## src/rtl/scan_link_if.sv

```systemverilog
// Signal bundle between the scan link arbiter and its environment:
// scanner serial links, scanner control codes, grants and the downstream byte port.
interface scan_link_if;
    logic       start;
    logic       s0_bit_valid;
    logic       s0_bit;
    logic       s1_bit_valid;
    logic       s1_bit;
    logic [1:0] s0_ctrl;
    logic [1:0] s1_ctrl;
    logic       s0_grant;
    logic       s1_grant;
    logic       data_valid;
    logic [7:0] data_out;
    logic       data_src;
    logic       busy;
    logic       err;

    modport slave (
        input  start, s0_bit_valid, s0_bit, s1_bit_valid, s1_bit,
        output s0_ctrl, s1_ctrl, s0_grant, s1_grant,
        output data_valid, data_out, data_src, busy, err
    );

    modport master (
        output start, s0_bit_valid, s0_bit, s1_bit_valid, s1_bit,
        input  s0_ctrl, s1_ctrl, s0_grant, s1_grant,
        input  data_valid, data_out, data_src, busy, err
    );
endinterface

```

## src/rtl/scan_link_arbiter.sv

```systemverilog
// Sequences two scanners sharing one downstream byte path: deserializes their
// command/data streams, hands out the transfer grant and forwards data bytes.
//
// state     | meaning
// ----------+-----------------------------------------------------------
// S_IDLE    | waiting for start, all outputs quiet except sticky err
// S_SCAN    | scanners running, waiting for a transfer request
// S_GRANT0  | scanner 0 owns the transfer slot, timeout counter running
// S_GRANT1  | scanner 1 owns the transfer slot, timeout counter running
// S_RELEASE | one cycle: release code to the served scanner, flags cleared
module scan_link_arbiter #(
    parameter int unsigned TIMEOUT = 64
) (
    input  logic       clk_i,
    input  logic       rst_i,
    scan_link_if.slave bus
);

    typedef enum logic [2:0] {
        S_IDLE,
        S_SCAN,
        S_GRANT0,
        S_GRANT1,
        S_RELEASE
    } state_t;

    localparam logic [1:0] CTRL_NONE    = 2'b00;
    localparam logic [1:0] CTRL_START   = 2'b01;
    localparam logic [1:0] CTRL_RELEASE = 2'b10;

    state_t state_q, state_d;

    logic [1:0]       bv, bd;
    logic [1:0]       word_done;
    logic [1:0][7:0]  word;

    // Seven bits are enough: the eighth bit of a word comes straight off the line.
    logic [1:0][6:0]  shift_q, shift_d;
    logic [1:0][2:0]  cnt_q, cnt_d;
    logic [1:0]       hdr_q, hdr_d;
    logic [1:0]       req_q, req_d;
    logic [1:0]       full_q, full_d;
    logic [1:0]       got_q, got_d;
    logic [1:0]       active_q, active_d;
    logic [1:0]       pend_q, pend_d;
    logic             last_q, last_d;
    logic             cur_q, cur_d;
    logic [15:0]      tmr_q, tmr_d;

    logic [1:0][1:0]  ctrl_q, ctrl_d;
    logic [1:0]       grant_q, grant_d;
    logic             dv_q, dv_d;
    logic [7:0]       dout_q, dout_d;
    logic             src_q, src_d;
    logic             busy_q, busy_d;
    logic             err_q, err_d;

    logic             pick;
    logic             ii, oo;

    assign bv = {bus.s1_bit_valid, bus.s0_bit_valid};
    assign bd = {bus.s1_bit, bus.s0_bit};

    assign word_done = bv & {cnt_q[1] == 3'd7, cnt_q[0] == 3'd7};
    assign word[0]   = {shift_q[0], bd[0]};
    assign word[1]   = {shift_q[1], bd[1]};

    always_comb begin
        state_d  = state_q;
        shift_d  = shift_q;
        cnt_d    = cnt_q;
        hdr_d    = hdr_q;
        req_d    = req_q;
        full_d   = full_q;
        got_d    = got_q;
        active_d = active_q;
        pend_d   = pend_q;
        last_d   = last_q;
        cur_d    = cur_q;
        tmr_d    = tmr_q;
        ctrl_d   = '0;
        grant_d  = '0;
        dv_d     = 1'b0;
        dout_d   = '0;
        src_d    = 1'b0;
        busy_d   = 1'b0;
        err_d    = err_q;
        pick     = 1'b0;
        ii       = 1'b0;
        oo       = 1'b1;

        case (state_q)
            S_IDLE: begin
                if (bus.start) begin
                    ctrl_d[0]   = CTRL_START;
                    active_d[0] = 1'b1;
                    pend_d[0]   = 1'b0;
                    state_d     = S_SCAN;
                end
            end
            S_SCAN: begin
                if (req_q == 2'b00) begin
                    if (active_q == 2'b00 && pend_q == 2'b00) begin
                        state_d = S_IDLE;
                    end
                end else begin
                    if (req_q == 2'b11) begin
                        // A full buffer outranks round-robin; ties go to the scanner not served last.
                        pick = (full_q[0] != full_q[1]) ? full_q[1] : ~last_q;
                    end else begin
                        pick = req_q[1];
                    end
                    cur_d   = pick;
                    state_d = pick ? S_GRANT1 : S_GRANT0;
                end
            end
            S_GRANT0, S_GRANT1: begin
                if (got_q[cur_q]) begin
                    state_d = S_RELEASE;
                end else if (({1'b0, tmr_q} + 17'd1) >= 17'(TIMEOUT)) begin
                    err_d   = 1'b1;
                    state_d = S_RELEASE;
                end else begin
                    tmr_d = tmr_q + 16'd1;
                end
            end
            S_RELEASE: begin
                req_d[cur_q]    = 1'b0;
                full_d[cur_q]   = 1'b0;
                got_d[cur_q]    = 1'b0;
                active_d[cur_q] = 1'b0;
                tmr_d           = '0;
                last_d          = cur_q;
                state_d         = S_SCAN;
            end
            default: state_d = S_IDLE;
        endcase

        if (state_d == S_RELEASE && state_q != S_RELEASE) begin
            ctrl_d[cur_d] = CTRL_RELEASE;
        end

        // A pending start yields to a release of the same scanner and goes out a cycle later.
        if (state_q != S_IDLE) begin
            for (int j = 0; j < 2; j++) begin
                ii = j[0];
                if (pend_q[ii] && !(state_d == S_RELEASE && cur_d == ii)) begin
                    ctrl_d[ii]   = CTRL_START;
                    active_d[ii] = 1'b1;
                    pend_d[ii]   = 1'b0;
                end
            end
        end

        for (int i = 0; i < 2; i++) begin
            ii = i[0];
            oo = ~ii;
            if (bv[ii]) begin
                shift_d[ii] = word[ii][6:0];
                cnt_d[ii]   = cnt_q[ii] + 3'd1;
            end
            if (word_done[ii]) begin
                if (hdr_q[ii]) begin
                    hdr_d[ii] = 1'b0;
                    if (grant_q[ii]) begin
                        dv_d       = 1'b1;
                        dout_d     = word[ii];
                        src_d      = ii;
                        got_d[ii]  = 1'b1;
                    end else begin
                        err_d = 1'b1;
                    end
                end else begin
                    case (word[ii])
                        8'd2: req_d[ii] = 1'b1;
                        8'd4: begin
                            req_d[ii]  = 1'b1;
                            full_d[ii] = 1'b1;
                        end
                        8'd3: begin
                            if (!active_d[oo]) begin
                                pend_d[oo] = 1'b1;
                            end
                        end
                        8'd7: hdr_d[ii] = 1'b1;
                        default: err_d = 1'b1;
                    endcase
                end
            end
        end

        grant_d = {state_d == S_GRANT1, state_d == S_GRANT0};
        busy_d  = (state_d != S_IDLE);
    end

    always_ff @(posedge clk_i) begin
        if (rst_i) begin
            state_q  <= S_IDLE;
            shift_q  <= '0;
            cnt_q    <= '0;
            hdr_q    <= '0;
            req_q    <= '0;
            full_q   <= '0;
            got_q    <= '0;
            active_q <= '0;
            pend_q   <= '0;
            last_q   <= 1'b1;
            cur_q    <= 1'b0;
            tmr_q    <= '0;
            ctrl_q   <= '0;
            grant_q  <= '0;
            dv_q     <= 1'b0;
            dout_q   <= '0;
            src_q    <= 1'b0;
            busy_q   <= 1'b0;
            err_q    <= 1'b0;
        end else begin
            state_q  <= state_d;
            shift_q  <= shift_d;
            cnt_q    <= cnt_d;
            hdr_q    <= hdr_d;
            req_q    <= req_d;
            full_q   <= full_d;
            got_q    <= got_d;
            active_q <= active_d;
            pend_q   <= pend_d;
            last_q   <= last_d;
            cur_q    <= cur_d;
            tmr_q    <= tmr_d;
            ctrl_q   <= ctrl_d;
            grant_q  <= grant_d;
            dv_q     <= dv_d;
            dout_q   <= dout_d;
            src_q    <= src_d;
            busy_q   <= busy_d;
            err_q    <= err_d;
        end
    end

    assign bus.s0_ctrl    = ctrl_q[0];
    assign bus.s1_ctrl    = ctrl_q[1];
    assign bus.s0_grant   = grant_q[0];
    assign bus.s1_grant   = grant_q[1];
    assign bus.data_valid = dv_q;
    assign bus.data_out   = dout_q;
    assign bus.data_src   = src_q;
    assign bus.busy       = busy_q;
    assign bus.err        = err_q;

endmodule

```

## src/flat_wrapper.sv

```systemverilog
// flat-port wrapper written by rule: the top's interface ports become plain ports
module scan_link_arbiter_flat 
#(
    parameter int unsigned TIMEOUT = 64
)
  (clk_i, rst_i, bus_start, bus_s0_bit_valid, bus_s0_bit, bus_s1_bit_valid, bus_s1_bit, bus_s0_ctrl, bus_s1_ctrl, bus_s0_grant, bus_s1_grant, bus_data_valid, bus_data_out, bus_data_src, bus_busy, bus_err);
  scan_link_if bus_i ();
  input  logic clk_i;
  input  logic rst_i;
  input wire logic [$bits(bus_i.start)-1:0] bus_start;
  input wire logic [$bits(bus_i.s0_bit_valid)-1:0] bus_s0_bit_valid;
  input wire logic [$bits(bus_i.s0_bit)-1:0] bus_s0_bit;
  input wire logic [$bits(bus_i.s1_bit_valid)-1:0] bus_s1_bit_valid;
  input wire logic [$bits(bus_i.s1_bit)-1:0] bus_s1_bit;
  output wire logic [$bits(bus_i.s0_ctrl)-1:0] bus_s0_ctrl;
  output wire logic [$bits(bus_i.s1_ctrl)-1:0] bus_s1_ctrl;
  output wire logic [$bits(bus_i.s0_grant)-1:0] bus_s0_grant;
  output wire logic [$bits(bus_i.s1_grant)-1:0] bus_s1_grant;
  output wire logic [$bits(bus_i.data_valid)-1:0] bus_data_valid;
  output wire logic [$bits(bus_i.data_out)-1:0] bus_data_out;
  output wire logic [$bits(bus_i.data_src)-1:0] bus_data_src;
  output wire logic [$bits(bus_i.busy)-1:0] bus_busy;
  output wire logic [$bits(bus_i.err)-1:0] bus_err;
  assign bus_i.start = bus_start;
  assign bus_i.s0_bit_valid = bus_s0_bit_valid;
  assign bus_i.s0_bit = bus_s0_bit;
  assign bus_i.s1_bit_valid = bus_s1_bit_valid;
  assign bus_i.s1_bit = bus_s1_bit;
  assign bus_s0_ctrl = bus_i.s0_ctrl;
  assign bus_s1_ctrl = bus_i.s1_ctrl;
  assign bus_s0_grant = bus_i.s0_grant;
  assign bus_s1_grant = bus_i.s1_grant;
  assign bus_data_valid = bus_i.data_valid;
  assign bus_data_out = bus_i.data_out;
  assign bus_data_src = bus_i.data_src;
  assign bus_busy = bus_i.busy;
  assign bus_err = bus_i.err;
  scan_link_arbiter #(.TIMEOUT(TIMEOUT)) u_core (.clk_i(clk_i), .rst_i(rst_i), .bus(bus_i));
endmodule
```

## config.mk

```make
export PLATFORM = sky130hd
export DESIGN_NAME = scan_link_arbiter_flat
export DESIGN_NICKNAME = d
export VERILOG_FILES = /design/src/rtl/scan_link_if.sv /design/src/rtl/scan_link_arbiter.sv /design/src/flat_wrapper.sv
export SDC_FILE = /design/constraint.sdc
export NUM_CORES = 1
export LEC_CHECK = 0
export CAP_MARGIN = 20
export CORE_UTILIZATION = 25
export CTS_CLUSTER_SIZE = 8
export DETAILED_ROUTE_END_ITERATION = 12
export PLACE_DENSITY = 0.44
export SLEW_MARGIN = 30
export SYNTH_ARGS = -nofsm -noshare
export SYNTH_HDL_FRONTEND = slang
export SYNTH_SLANG_ARGS = --single-unit
```

## constraint.sdc

```tcl
create_clock -name clk_i -period 2.5 [get_ports clk_i]
set_clock_uncertainty 0.05 [all_clocks]
set_input_delay 0.25 -clock clk_i [delete_from_list [all_inputs] [get_ports clk_i]]
set_output_delay 0.25 -clock clk_i [all_outputs]
set_load 0.01 [all_outputs]
```

==> results.cfg, run 1 <==
[die]
coreArea_um2 = 12100
die_height_um = 114
ios = 25
die_area_um2 = 13000
dieWidth_um = 114
rows = 40
initial_core_util_pct = 25.8

[yosys]
syn_area_per_cell_um2 = 9.53
ys_top_cells_by_area = dfxtp_1 45%, mux2i_1 7.4%, nor2_1 4.6%
synthArstFlopShare_pct = 0
netlist_area_um2 = 3130
yosysMostFrequentCell = dfxtp_1
seq_area_frac_synth_pct = 45.5
ys_seq_elements = 71
ys_warn_count = 0
synth_edf_count = 0
dominantRegCellSynth = dfxtp_1
ys_types = 57
syn_nets = 341
yosys.area.top_type_share_pct = 45.5
synth.largest_area_cell = dfxtp_1
synthTopCellsByCount = 71 x dfxtp_1, 38 x nor2_1, 23 x mux2i_1
synth_cells = 328

[clock_tree]
cts.htree.levels = 3
clock-root-buffer = clkbuf_16
numCtsBuffers = 9
clockBufferDepth = 2
clk_latency_ps = 330
cts_tree = done
post-cts-setup-buffer-count = 0
clkSlewWorstSetupHoldPaths_ps = 60
cts_num_sinks = 71

[finish]
syn_to_final_growth_pct = 23.3
n_fill_cell = 1295
final_cell_area_um2 = 3850
final_nets = 366
diodes = 0
drive_gt1_share_pct = 10.1

[route]
vias_per_cell = 4.68
wl_per_cell_um = 14.4
ant_nets = 0
dr_total_vias = 2463
drc = 0
wirelength_um = 7600
firstDrtPassIters = 4
dr.first_iter.drc_count = 92

[critical_path]
cp-startpoint = u_core.tmr_q[0]
cp-endpoint = u_core.tmr_q[2]
critical_path_arrival_ps = 2450
critPathRequiredTime_ps = 2670
crit_chain = ha_1 > nand3_2 > nor4_2 > xnor2_1 > o211a_4 > nand4_1 > mux2_1
crit_path_end_kind = register
start_kind = register
cp_slowest_stage_delay_ps = 440
r2r_end = u_core.tmr_q[2]
critPathSlowestCell = dfxtp_1
worstSetupPathType = reg2reg
reg2reg_slack_ps = 220
worstPathMaxFanout = 8
r2r-start = u_core.tmr_q[0]
worst_r2r_path_depth = 7

[worst_hold_path]
hold_path.class = in2reg
min_path_cells = 2

[timing]
slew_viol_final = 0
hold_viol_final = 0
setup_violations = 0
rsz0062_at_grt = false
min_period_ps = 2280
timing.final.crit_share_pct = 91.1
fin_setup_tns_ps = 0
worst_slew_pin_slew_ps = 670
clock.fmax_mhz = 439
timing.slew.headroom_pct = 54.2

[global_route]
grt_pass1_wl_um = 12400
grt_usage_pct = 12.6
antenna_found_initial = 0
grt_overflow_total = 0
grt_max_degree = 23
grt_pass1_vias = 2350

[power_and_ir_drop]
powerDensity_nw_per_um2 = 667
peakVddDrop_mv = 0.286
leakage_nw = 1.50

[job]
max-cap-violations = 0

[placed_design]
dpl-instance-area_um2 = 3540
globalplace.congestion = 0.741
post-dp-hpwl_um = 5310
port_buffers = 24

[run_status]
status = complete, no violations
-- per-stage QoR --
stage | util [%] | cells | hold WS [ps] | total power [mW] | setup slack (ps)
6_report | 31.8 | 526 | 267 | 2.57 | 221
2_1_floorplan | - | 328 | 326 | 1.27 | 469
3_3_place_gp | 29.3 | 510 | 393 | 1.31 | 326
3_5_place_dp | 29.3 | 510 | 401 | 1.31 | 238
5_1_grt | 31.8 | 526 | 305 | 2.67 | 47.2
4_1_cts | 31.7 | 526 | 269 | 2.61 | 244
-- cell usage in the layout, fill, tap and decap left out, drive strengths merged, types with 2 or more instances in the layout --
cell | synthesis | routed
nor2 | 38 | 38
nor3 | 8 | 8
nand3 | 7 | 7
o41ai | 3 | 3
a22o | 7 | 7
nand2 | 21 | 21
a211oi | 3 | 3
a221oi | 2 | 2
or3 | 5 | 5
a31oi | 6 | 6
clkbuf | 12 | 11
and4 | 3 | 3
and4b | 3 | 3
and2 | 3 | 3
nor4 | 4 | 4
mux2 | 2 | 2
mux2i | 23 | 23
ha | 6 | 6
and3 | 12 | 12
nor3b | 4 | 4
o311ai | 2 | 2
dfxtp | 71 | 71
buf | 5 | 8
inv | 3 | 3
nand4 | 8 | 8
clkdlybuf4s50 | 0 | 23
a21oi | 13 | 13
nand2b | 9 | 9
nand3b | 2 | 2
a21o | 3 | 3
o21ai | 11 | 11
nor2b | 3 | 3
xnor2 | 9 | 9
clkinv | 0 | 4
o211ai | 3 | 3
o31ai | 2 | 2
-- critical path, delay by kind of cell, from the launching register on --
family,cells,cell delay (ps)
flip-flops,1,440
XOR/XNOR,1,250
AO/OA/AOI/OAI,1,270
adder cells (fa/ha/maj),1,230
AND/OR/NAND/NOR,3,610
multiplexers,1,320
-- state kept, by name (all words and copies together) (netlist names) --
name and cells:
u_core.req_q 2, u_core.cnt_q 6, u_core.bus.err 1, u_core.bus.data_src 1, u_core.active_q 2, u_core.bus.data_valid 1
u_core.bus.s1_ctrl 2, u_core.bus.data_out 8, u_core.state_q 3, u_core.grant_q 2, u_core.bus.busy 1, u_core.shift_q 14
u_core.bus.s0_ctrl 2, u_core.full_q 2, u_core.tmr_q 16, u_core.cur_q 1, u_core.got_q 2, u_core.hdr_q 2
u_core.last_q 1, u_core.pend_q 2
-- final cells by class --
cell class                      instances  area (µm²)  share of cell area [%]
Multi-Input combinational cell        237        1620                    42.1
Sequential cell                        71        1420                    36.9
Timing Repair Buffer                   31         288                    7.47
Clock buffer                           11         243                    6.30
Tap cell                              168         210                    5.46
Clock inverter                          5        57.6                    1.49
Inverter                                3        11.3                   0.292
-- worst min path at each step --
stage / slack (ps) / start / to
floorplan: 330 / bus_s0_bit / u_core.bus.data_out[0]
global placement: 390 / u_core.last_q / u_core.last_q
detailed placement: 400 / u_core.last_q / u_core.last_q
CTS: 270 / rst_i / u_core.shift_q[8]
global route: 300 / rst_i / u_core.shift_q[6]
finish: 270 / rst_i / u_core.shift_q[8]
-- logic make-up (layout without fill, tap and decap cells) --
family / after synthesis / in the layout / share of synthesized area [%]
xor+xnor: 9 / 9 / 2.52
simple gates: 132 / 132 / 23.3
buf+inv: 20 / 50 / 2.92
flops: 71 / 71 / 45.5
mux: 25 / 25 / 8.09
compound gates: 64 / 64 / 15.0
fa+ha+maj: 7 / 7 / 2.72
-- what timing repair did --
item / CTS / global route
hold buffers: 0 / 0
gates resized for setup: 0 / 1
setup endpoints to repair: 0 / 2
-- per-layer routing --
layer  up-vias  global-route usage, %  part of all wire, %
met1      1152                   17.0                   53
met3        10                   4.09                  4.5
met5         -                      0                    0
met4         0                   3.90                  1.3
li1       1253                      -                    -
met2        48                   18.9                   42
-- power breakdown --
group / internal [mW] / switching, mW
sequential: 1.15 / 0.0177
combinational: 0.0547 / 0.0601
clock: 0.799 / 0.490
Power figures use the tool's default switching activity.
==> run 2: changes to the inputs <==
Settings changed: SLEW_MARGIN 30 to 20.
==> results of run 2 <==
No change in the layout: final DEF, timing and power equal those of run 1.
